`src/rtl/fifo_pkg.sv`:
```
// Shared definitions for the FIFO controller in front of the dual-port memory.
// Holds the memory geometry (address/data widths, depth, counter width) and
// the port-mode encoding used on rwA/rwB.
package fifo_pkg;
  localparam int AW    = 3;
  localparam int DW    = 4;
  localparam int DEPTH = 2 ** AW;
  localparam int CNT_W = AW + 1;

  // Memory port mode encoding.
  localparam logic RW_WRITE = 1'b0;
  localparam logic RW_READ  = 1'b1;
endpackage

```
`src/rtl/fifo_mem_ctrl_if.sv`:
```
// Bundle of every non-clock signal around the FIFO controller.
// Upstream side: push/data_in/pop in, data_out/valid_out/status out.
// Memory side:   AddrA/rwA/DataInA (write port), AddrB/rwB (read port) out,
//                DataOutB (registered read data) in.
// Modports:
//   slave  - the controller itself
//   master - the environment (upstream logic plus the memory)
//
// Handshake: a push is accepted on a rising edge when push=1 and full=0; a
// pop is accepted when pop=1 and empty=0. A rejected request raises
// overflow/underflow for exactly one cycle. An accepted pop produces
// valid_out=1 with data_out the popped word during the following cycle.
interface fifo_mem_ctrl_if;
  import fifo_pkg::*;

  logic              push;
  logic [DW-1:0]     data_in;
  logic              pop;
  logic [DW-1:0]     data_out;
  logic              valid_out;
  logic              full;
  logic              empty;
  logic              almost_full;
  logic              almost_empty;
  logic [CNT_W-1:0]  count;
  logic              overflow;
  logic              underflow;
  logic [AW-1:0]     AddrA;
  logic              rwA;
  logic [DW-1:0]     DataInA;
  logic [AW-1:0]     AddrB;
  logic              rwB;
  logic [DW-1:0]     DataOutB;

  modport slave (
    input  push, data_in, pop, DataOutB,
    output data_out, valid_out, full, empty, almost_full, almost_empty,
           count, overflow, underflow, AddrA, rwA, DataInA, AddrB, rwB
  );

  modport master (
    output push, data_in, pop, DataOutB,
    input  data_out, valid_out, full, empty, almost_full, almost_empty,
           count, overflow, underflow, AddrA, rwA, DataInA, AddrB, rwB
  );
endinterface

```
`src/rtl/fifo_ptr.sv`:
```
// Wrap-bit pointer register: W bits, synchronous active-high reset to 0,
// increments by one (mod 2**W) on each rising edge where inc=1.
// Ports: clk, reset, inc (increment enable), ptr (current value).
module fifo_ptr #(
  parameter int W = 4
) (
  input  logic         clk,
  input  logic         reset,
  input  logic         inc,
  output logic [W-1:0] ptr
);
  always_ff @(posedge clk) begin
    if (reset) begin
      ptr <= '0;
    end else if (inc) begin
      ptr <= ptr + W'(1);
    end
  end
endmodule

```
`src/rtl/fifo_mem_ctrl.sv`:
```
// Push/pop FIFO controller driving a dual-port memory with registered reads.
// Port A is the write port, port B is the read-only port. Tracks write/read
// pointers, occupancy and status flags; rejected requests give one-cycle
// overflow/underflow pulses.
// Ports:
//   clk    - rising-edge clock
//   reset  - synchronous, active-high; dominates push/pop
//   bus    - fifo_mem_ctrl_if.slave (upstream FIFO signals + memory ports)
// Parameters:
//   AF_TH  - almost_full when count >= AF_TH
//   AE_TH  - almost_empty when count <= AE_TH
module fifo_mem_ctrl
  import fifo_pkg::*;
#(
  parameter int AF_TH = 6,
  parameter int AE_TH = 2
) (
  input  logic            clk,
  input  logic            reset,
  fifo_mem_ctrl_if.slave  bus
);
  logic [CNT_W-1:0] wr_ptr;
  logic [CNT_W-1:0] rd_ptr;
  logic [CNT_W-1:0] count;
  logic             full;
  logic             empty;
  logic             push_ok;
  logic             pop_ok;
  logic             valid_q;
  logic             overflow_q;
  logic             underflow_q;

  // Flags come from the registered count only, never from pointer compares.
  assign full  = (count == CNT_W'(DEPTH));
  assign empty = (count == '0);

  // Reset masks acceptance so the memory is never written while in reset.
  assign push_ok = bus.push & ~full  & ~reset;
  assign pop_ok  = bus.pop  & ~empty & ~reset;

  fifo_ptr #(.W(CNT_W)) u_wr_ptr (
    .clk   (clk),
    .reset (reset),
    .inc   (push_ok),
    .ptr   (wr_ptr)
  );

  fifo_ptr #(.W(CNT_W)) u_rd_ptr (
    .clk   (clk),
    .reset (reset),
    .inc   (pop_ok),
    .ptr   (rd_ptr)
  );

  always_ff @(posedge clk) begin
    if (reset) begin
      count       <= '0;
      valid_q     <= 1'b0;
      overflow_q  <= 1'b0;
      underflow_q <= 1'b0;
    end else begin
      if (push_ok && !pop_ok) begin
        count <= count + CNT_W'(1);
      end else if (pop_ok && !push_ok) begin
        count <= count - CNT_W'(1);
      end
      // The memory registers the word at AddrB on this same edge, so
      // valid_out lines up with DataOutB one cycle after the pop.
      valid_q     <= pop_ok;
      overflow_q  <= bus.push & ~push_ok;
      underflow_q <= bus.pop  & ~pop_ok;
    end
  end

  assign bus.full         = full;
  assign bus.empty        = empty;
  assign bus.almost_full  = (count >= CNT_W'(AF_TH));
  assign bus.almost_empty = (count <= CNT_W'(AE_TH));
  assign bus.count        = count;
  assign bus.valid_out    = valid_q;
  assign bus.data_out     = bus.DataOutB;
  assign bus.overflow     = overflow_q;
  assign bus.underflow    = underflow_q;

  assign bus.AddrA   = wr_ptr[AW-1:0];
  assign bus.rwA     = push_ok ? RW_WRITE : RW_READ;
  assign bus.DataInA = bus.data_in;
  assign bus.AddrB   = rd_ptr[AW-1:0];
  assign bus.rwB     = RW_READ;
endmodule

```
`src/flat_wrapper.sv`:
```
// flat-port wrapper written by rule: the top's interface ports become plain ports
module fifo_mem_ctrl_flat import fifo_pkg::*;
#(
  parameter int AF_TH = 6,
  parameter int AE_TH = 2
)
  (clk, reset, bus_push, bus_data_in, bus_pop, bus_DataOutB, bus_data_out, bus_valid_out, bus_full, bus_empty, bus_almost_full, bus_almost_empty, bus_count, bus_overflow, bus_underflow, bus_AddrA, bus_rwA, bus_DataInA, bus_AddrB, bus_rwB);
  fifo_mem_ctrl_if bus_i ();
  input  logic clk;
  input  logic reset;
  input wire logic [$bits(bus_i.push)-1:0] bus_push;
  input wire logic [$bits(bus_i.data_in)-1:0] bus_data_in;
  input wire logic [$bits(bus_i.pop)-1:0] bus_pop;
  input wire logic [$bits(bus_i.DataOutB)-1:0] bus_DataOutB;
  output wire logic [$bits(bus_i.data_out)-1:0] bus_data_out;
  output wire logic [$bits(bus_i.valid_out)-1:0] bus_valid_out;
  output wire logic [$bits(bus_i.full)-1:0] bus_full;
  output wire logic [$bits(bus_i.empty)-1:0] bus_empty;
  output wire logic [$bits(bus_i.almost_full)-1:0] bus_almost_full;
  output wire logic [$bits(bus_i.almost_empty)-1:0] bus_almost_empty;
  output wire logic [$bits(bus_i.count)-1:0] bus_count;
  output wire logic [$bits(bus_i.overflow)-1:0] bus_overflow;
  output wire logic [$bits(bus_i.underflow)-1:0] bus_underflow;
  output wire logic [$bits(bus_i.AddrA)-1:0] bus_AddrA;
  output wire logic [$bits(bus_i.rwA)-1:0] bus_rwA;
  output wire logic [$bits(bus_i.DataInA)-1:0] bus_DataInA;
  output wire logic [$bits(bus_i.AddrB)-1:0] bus_AddrB;
  output wire logic [$bits(bus_i.rwB)-1:0] bus_rwB;
  assign bus_i.push = bus_push;
  assign bus_i.data_in = bus_data_in;
  assign bus_i.pop = bus_pop;
  assign bus_i.DataOutB = bus_DataOutB;
  assign bus_data_out = bus_i.data_out;
  assign bus_valid_out = bus_i.valid_out;
  assign bus_full = bus_i.full;
  assign bus_empty = bus_i.empty;
  assign bus_almost_full = bus_i.almost_full;
  assign bus_almost_empty = bus_i.almost_empty;
  assign bus_count = bus_i.count;
  assign bus_overflow = bus_i.overflow;
  assign bus_underflow = bus_i.underflow;
  assign bus_AddrA = bus_i.AddrA;
  assign bus_rwA = bus_i.rwA;
  assign bus_DataInA = bus_i.DataInA;
  assign bus_AddrB = bus_i.AddrB;
  assign bus_rwB = bus_i.rwB;
  fifo_mem_ctrl #(.AF_TH(AF_TH), .AE_TH(AE_TH)) u_core (.clk(clk), .reset(reset), .bus(bus_i));
endmodule
```
`config.mk`:
```
export PLATFORM = sky130hd
export DESIGN_NAME = fifo_mem_ctrl_flat
export DESIGN_NICKNAME = d
export VERILOG_FILES = /design/src/rtl/fifo_pkg.sv /design/src/rtl/fifo_mem_ctrl_if.sv /design/src/rtl/fifo_ptr.sv /design/src/rtl/fifo_mem_ctrl.sv /design/src/flat_wrapper.sv
export SDC_FILE = /design/constraint.sdc
export NUM_CORES = 1
export LEC_CHECK = 0
export CAP_MARGIN = 5
export CORE_UTILIZATION = 40
export DETAILED_ROUTE_END_ITERATION = 12
export PLACE_DENSITY = 0.8
export SLEW_MARGIN = 0
export SYNTH_ARGS = -nofsm -noshare
export SYNTH_HDL_FRONTEND = slang
export SYNTH_HIERARCHICAL = 1
export SYNTH_SLANG_ARGS = --single-unit
export TNS_END_PERCENT = 30
```
`constraint.sdc`:
```
create_clock -name clk -period 3.2 [get_ports clk]
set_input_delay 0.64 -clock clk [delete_from_list [all_inputs] [get_ports clk]]
set_output_delay 0.64 -clock clk [all_outputs]
set_load 0.02 [all_outputs]
```
Word-level counts from Yosys, hierarchy flattened:

Cells that the tools add are included.

* register bits after elaboration: 15
* latch bits: 0
* memory bits (writable): 0
* bits in read-only memories: 0
* output and inout bits: 27
* word-level logic and storage cells: 33
* memories: 0

* $add $sub $neg: 4
* multipliers: 0
* div/mod/pow operators: 0
* $lt $le $gt $ge: 2
* equal/unequal tests: 1
* shift-type cells: 0
* multiplexer cells: 3
* bitwise logic cells: 11
* reduce and logical (&&, ||, !) cells: 6

Operator list (number)
* 4-bit by 1-bit adder with 4-bit output, second input constant: 3
* 4-bit 2-to-1 mux: 2
* 1-bit AND: 6
* 1-bit inverter: 5
* 4-bit == test, second input constant: 1
* 4-bit by 3-bit greater-or-equal comparator with 1-bit output, second input constant: 1
* 4-bit by 2-bit less-or-equal comparator with 1-bit output, second input constant: 1
* 4-bit logical NOT: 1
* 4-bit by 1-bit subtractor with 4-bit output, second input constant: 1
* 1-bit logical AND: 2
* 1-bit logical NOT: 2
* 2-bit nonzero test: 1
* 1-bit 2-to-1 mux: 1

Depth between registers and ports, before layout:

* word-level depth: 8
* mapped depth: 11
* depth with buffers taken out: 11

Cells and area by module:

Netlist, hierarchy kept.

By module, submodules not included
* fifo_mem_ctrl: times used 1, cells an instance 54, area each 480.5 µm²
* fifo_ptr: times used 2, cells an instance 16, area each 178.9 µm²

Least setup slack after synthesis:

Ideal clock, no wire load.

* path kind: register to register
* start: reg u_core.count[1] (netlist: u_core/bus.count[1])
* end: reg u_core.count[3] (netlist: u_core/bus.count[3])
* arrival time: 2.711 ns
* required time: 3.077 ns
* path slack: 0.365 ns
* stages on the path, launching flop included: 11
* path buffers: 0
* cell sequence: dfxtp_1 > nor4_2 > nor2_1 > inv_1 > ha_1 > inv_1 > ha_1 > a21oi_2 > a211oi_2 > a31oi_1 > mux2_1

* word-level cells in the longest chain between the ends: 7

RTL lines
* start: declaration: line fifo_mem_ctrl.sv:24 `logic [CNT_W-1:0] count;`
* start signal: assignment: line fifo_mem_ctrl.sv:63 `count <= count + CNT_W'(1);`
* start signal: assignment: line fifo_mem_ctrl.sv:65 `count <= count - CNT_W'(1);`
* 4-bit logical NOT *: line fifo_mem_ctrl.sv:35 `assign empty = (count == '0);`
* via bus_empty: line flat_wrapper.sv:18 `output wire logic [$bits(bus_i.empty)-1:0] bus_empty;`
* 1-bit inverter *: line fifo_mem_ctrl.sv:39 `assign pop_ok = bus.pop & ~empty & ~reset;`
* 1-bit AND * (2 in a row): line fifo_mem_ctrl.sv:39
* via u_core.pop_ok: line fifo_mem_ctrl.sv:28 `logic pop_ok;`
* 1-bit logical NOT: line fifo_mem_ctrl.sv:62 `if (push_ok && !pop_ok) begin`
* 1-bit logical AND: line fifo_mem_ctrl.sv:62
* 4-bit 2-to-1 mux / 2-bit nonzero test (equally long branches)

The timed path passes the listed nets; every way through them passes the cells marked *. The select of a mux whose other input is x is not followed.
A chain may end at the register's enable or synchronous reset.

Worst setup path after layout:

* start: in reset
* end: reg u_core.count[3] (netlist: u_core/bus.count[3])

* word-level cells in the longest chain between the ends: 5

RTL lines
* start: declaration: line flat_wrapper.sv:10 `input logic reset;`
* 1-bit inverter *: line fifo_mem_ctrl.sv:39
* 1-bit AND *: line fifo_mem_ctrl.sv:39
* via u_core.pop_ok: line fifo_mem_ctrl.sv:28
* 1-bit logical NOT: line fifo_mem_ctrl.sv:62
* 1-bit logical AND: line fifo_mem_ctrl.sv:62
* 4-bit 2-to-1 mux / 2-bit nonzero test (equally long branches)

The timed path passes the listed nets; every way through them passes the cells marked *.

==> impl_metrics.tcl <==
set metrics [dict create \
    place_inst 115 \
    multi_input_area_um2 368 \
    cp_max_fo 4 \
    clock_path_buffers 2 \
    cts-root-buf "clkbuf_4" \
    syn_nets 94 \
    ant_nets 0 \
    cp.required_ns 3.36 \
    hold_path_end "u_core/u_wr_ptr/ptr[1]$_SDFFE_PP0P_" \
    fin_setup_tns_ns 0 \
    track_usage_pct 15.4 \
    timing.max_cap.violations 0 \
    clk_pin_slew_ns 0.07 \
    timing_hold_violations_final 0 \
    insertedDiodeCount 0 \
    fin_ws_ns 0.399 \
    layout-drive-gt1-share_pct 12.8 \
    num-fill-cells 160 \
    numPortBuffers 21 \
    numCtsBuffers 3 \
    worstRegToRegCells 11 \
    hpwl_mm 1.02 \
    drc_errors 0 \
    period_share_pct 87.5 \
    die_h_um 44.5 \
    arrival_ns 2.96 \
    clk-insertion-delay-late_ns 0.27 \
    areaGrowthSynthToFinish_pct 29.1 \
    ir_drop_uv 545 \
    fin_skew_ns 0.00278 \
    pre_cts_ws_ns 0.146 \
    totalWireLength_mm 1.34 \
    core_area_um2 1710 \
    initial_core_util_pct 42.3 \
    yosysWarningCount 6 \
    worst_setup_path_end_kind "flip-flop" \
    gp_congestion 0.806 \
    netlist_area_um2 723 \
    finalCriticalPeriod_ns 2.80 \
    placed_area_um2 907 \
    drv_slew 0 \
    p_per_area_nw_per_um2 980 \
    cts.sink_count 13 \
    grt_overflow_total 0 \
    io_pins 39 \
    clock.fmax_mhz 357 \
    cp-start-kind "input port" \
    die_x_um 44.5 \
    avgSynthCellArea_um2 9.52 \
    layout.nets 113 \
    setup_viol 0 \
    register_area_um2 260 \
    htreeDepth 1 \
    num_rows 15 \
    dr.pass1.iters 4 \
    hold_path_class "flip-flop to flip-flop" \
    first_iter_violations 11 \
    r2r_start "u_core/bus.count[1]$_SDFFE_PP0P_" \
    dr_total_vias 570 \
    rsz0062_at_grt "no" \
    p_leak_nw 0.385 \
    cts_resized 0 \
    postCtsSetupBuffers 0 \
    grt_max_degree 12 \
    p_total_mw 0.915 \
    fin_cells 119 \
    reg2reg_to "u_core/bus.count[3]$_SDFFE_PP0P_" \
    die_area_um2 1980 \
    cts_tree "yes" \
    hold_depth 2 \
    status "finished, final reports clean" \
    design_area_um2 933 \
    grt_pass1_wl_mm 2.13 \
    min_from "u_core/u_wr_ptr/ptr[1]$_SDFFE_PP0P_" \
    syn_inst 76 \
    grt_pass1_vias 524 \
    crit_type "input port to flip-flop" \
    hold_ws_ns 0.533 \
    wl_per_cell_um 11.3 \
    postLayoutCoreUtil_pct 54.7 \
    cts.hold.buffers_added 0 \
    r2r_slack_ns 0.62 \
    avgViaCountPerCell 4.79 \
    antenna_found_initial 0 \
]
==> layout by cell type, fill, tap and decap left out, drive strengths merged, types with 2 or more instances in the layout <==
cell type,n
a211oi,2
a21bo,2
a21oi,4
buf,3
clkbuf,4
clkdlybuf4s50,21
dfxtp,13
ha,5
inv,4
mux2i,3
nand2b,3
nand3b,2
nor2,13
xnor2,3
==> critical path, cell delays in order <==
cell             delay (ns)
clkdlybuf4s50_1        0.44
nand2b_1               0.19
nor2_1                 0.17
inv_1                  0.07
ha_1                   0.19
inv_1                  0.14
ha_1                   0.31
a21oi_2                0.20
a211oi_2               0.09
a31oi_1                0.17
mux2_1                 0.34
==> where the power goes <==
| group | total [mW] | leakage, nW | switching [mW] | internal, mW |
|---|---|---|---|---|
| clock | 0.0996 | 0.0150 | 0.0514 | 0.0483 |
| sequential | 0.272 | 0.106 | 0.0673 | 0.205 |
| combinational | 0.543 | 0.264 | 0.274 | 0.269 |
| total | 0.915 | 0.385 | 0.392 | 0.522 |
==> routing by layer <==
layer | up-vias | GRT usage (%) | share of wire (%)
met3 | 4 | 4.90 | 7.3
met2 | 21 | 23.5 | 47
li1 | 282 | - | -
met5 | - | 0 | 0
met1 | 263 | 17.2 | 43
met4 | 0 | 13.3 | 2.5
==> how the worst max path moves through the flow <==
stage	from	end	slack (ns)	depth (start not counted)
floorplan	u_core/bus.count[1]$_SDFFE_PP0P_	u_core/bus.count[3]$_SDFFE_PP0P_	0.40	10
global placement	reset	u_core/bus.count[3]$_SDFFE_PP0P_	0.24	11
detailed placement	reset	u_core/bus.count[3]$_SDFFE_PP0P_	0.15	11
CTS	reset	u_core/bus.count[3]$_SDFFE_PP0P_	0.44	11
global route	reset	u_core/bus.count[3]$_SDFFE_PP0P_	0.30	11
finish	reset	u_core/bus.count[3]$_SDFFE_PP0P_	0.40	11
==> registers in the layout, summed over array words and instances, names as in the netlist <==
name / cells
u_core/bus.count: 4
u_core/bus.overflow: 1
u_core/bus.underflow: 1
u_core/bus.valid_out: 1
u_core/u_rd_ptr/ptr: 3
u_core/u_wr_ptr/ptr: 3
==> layout make-up <==
type                       instances  area share [%]
inverter                           4            1.61
sequential                        13            27.9
tap                               25            3.35
clock buffer                       4            2.82
multi-input combinational         49            39.4
timing repair buffer              24            24.9
No activity file was read; power rests on OpenSTA's default activity.
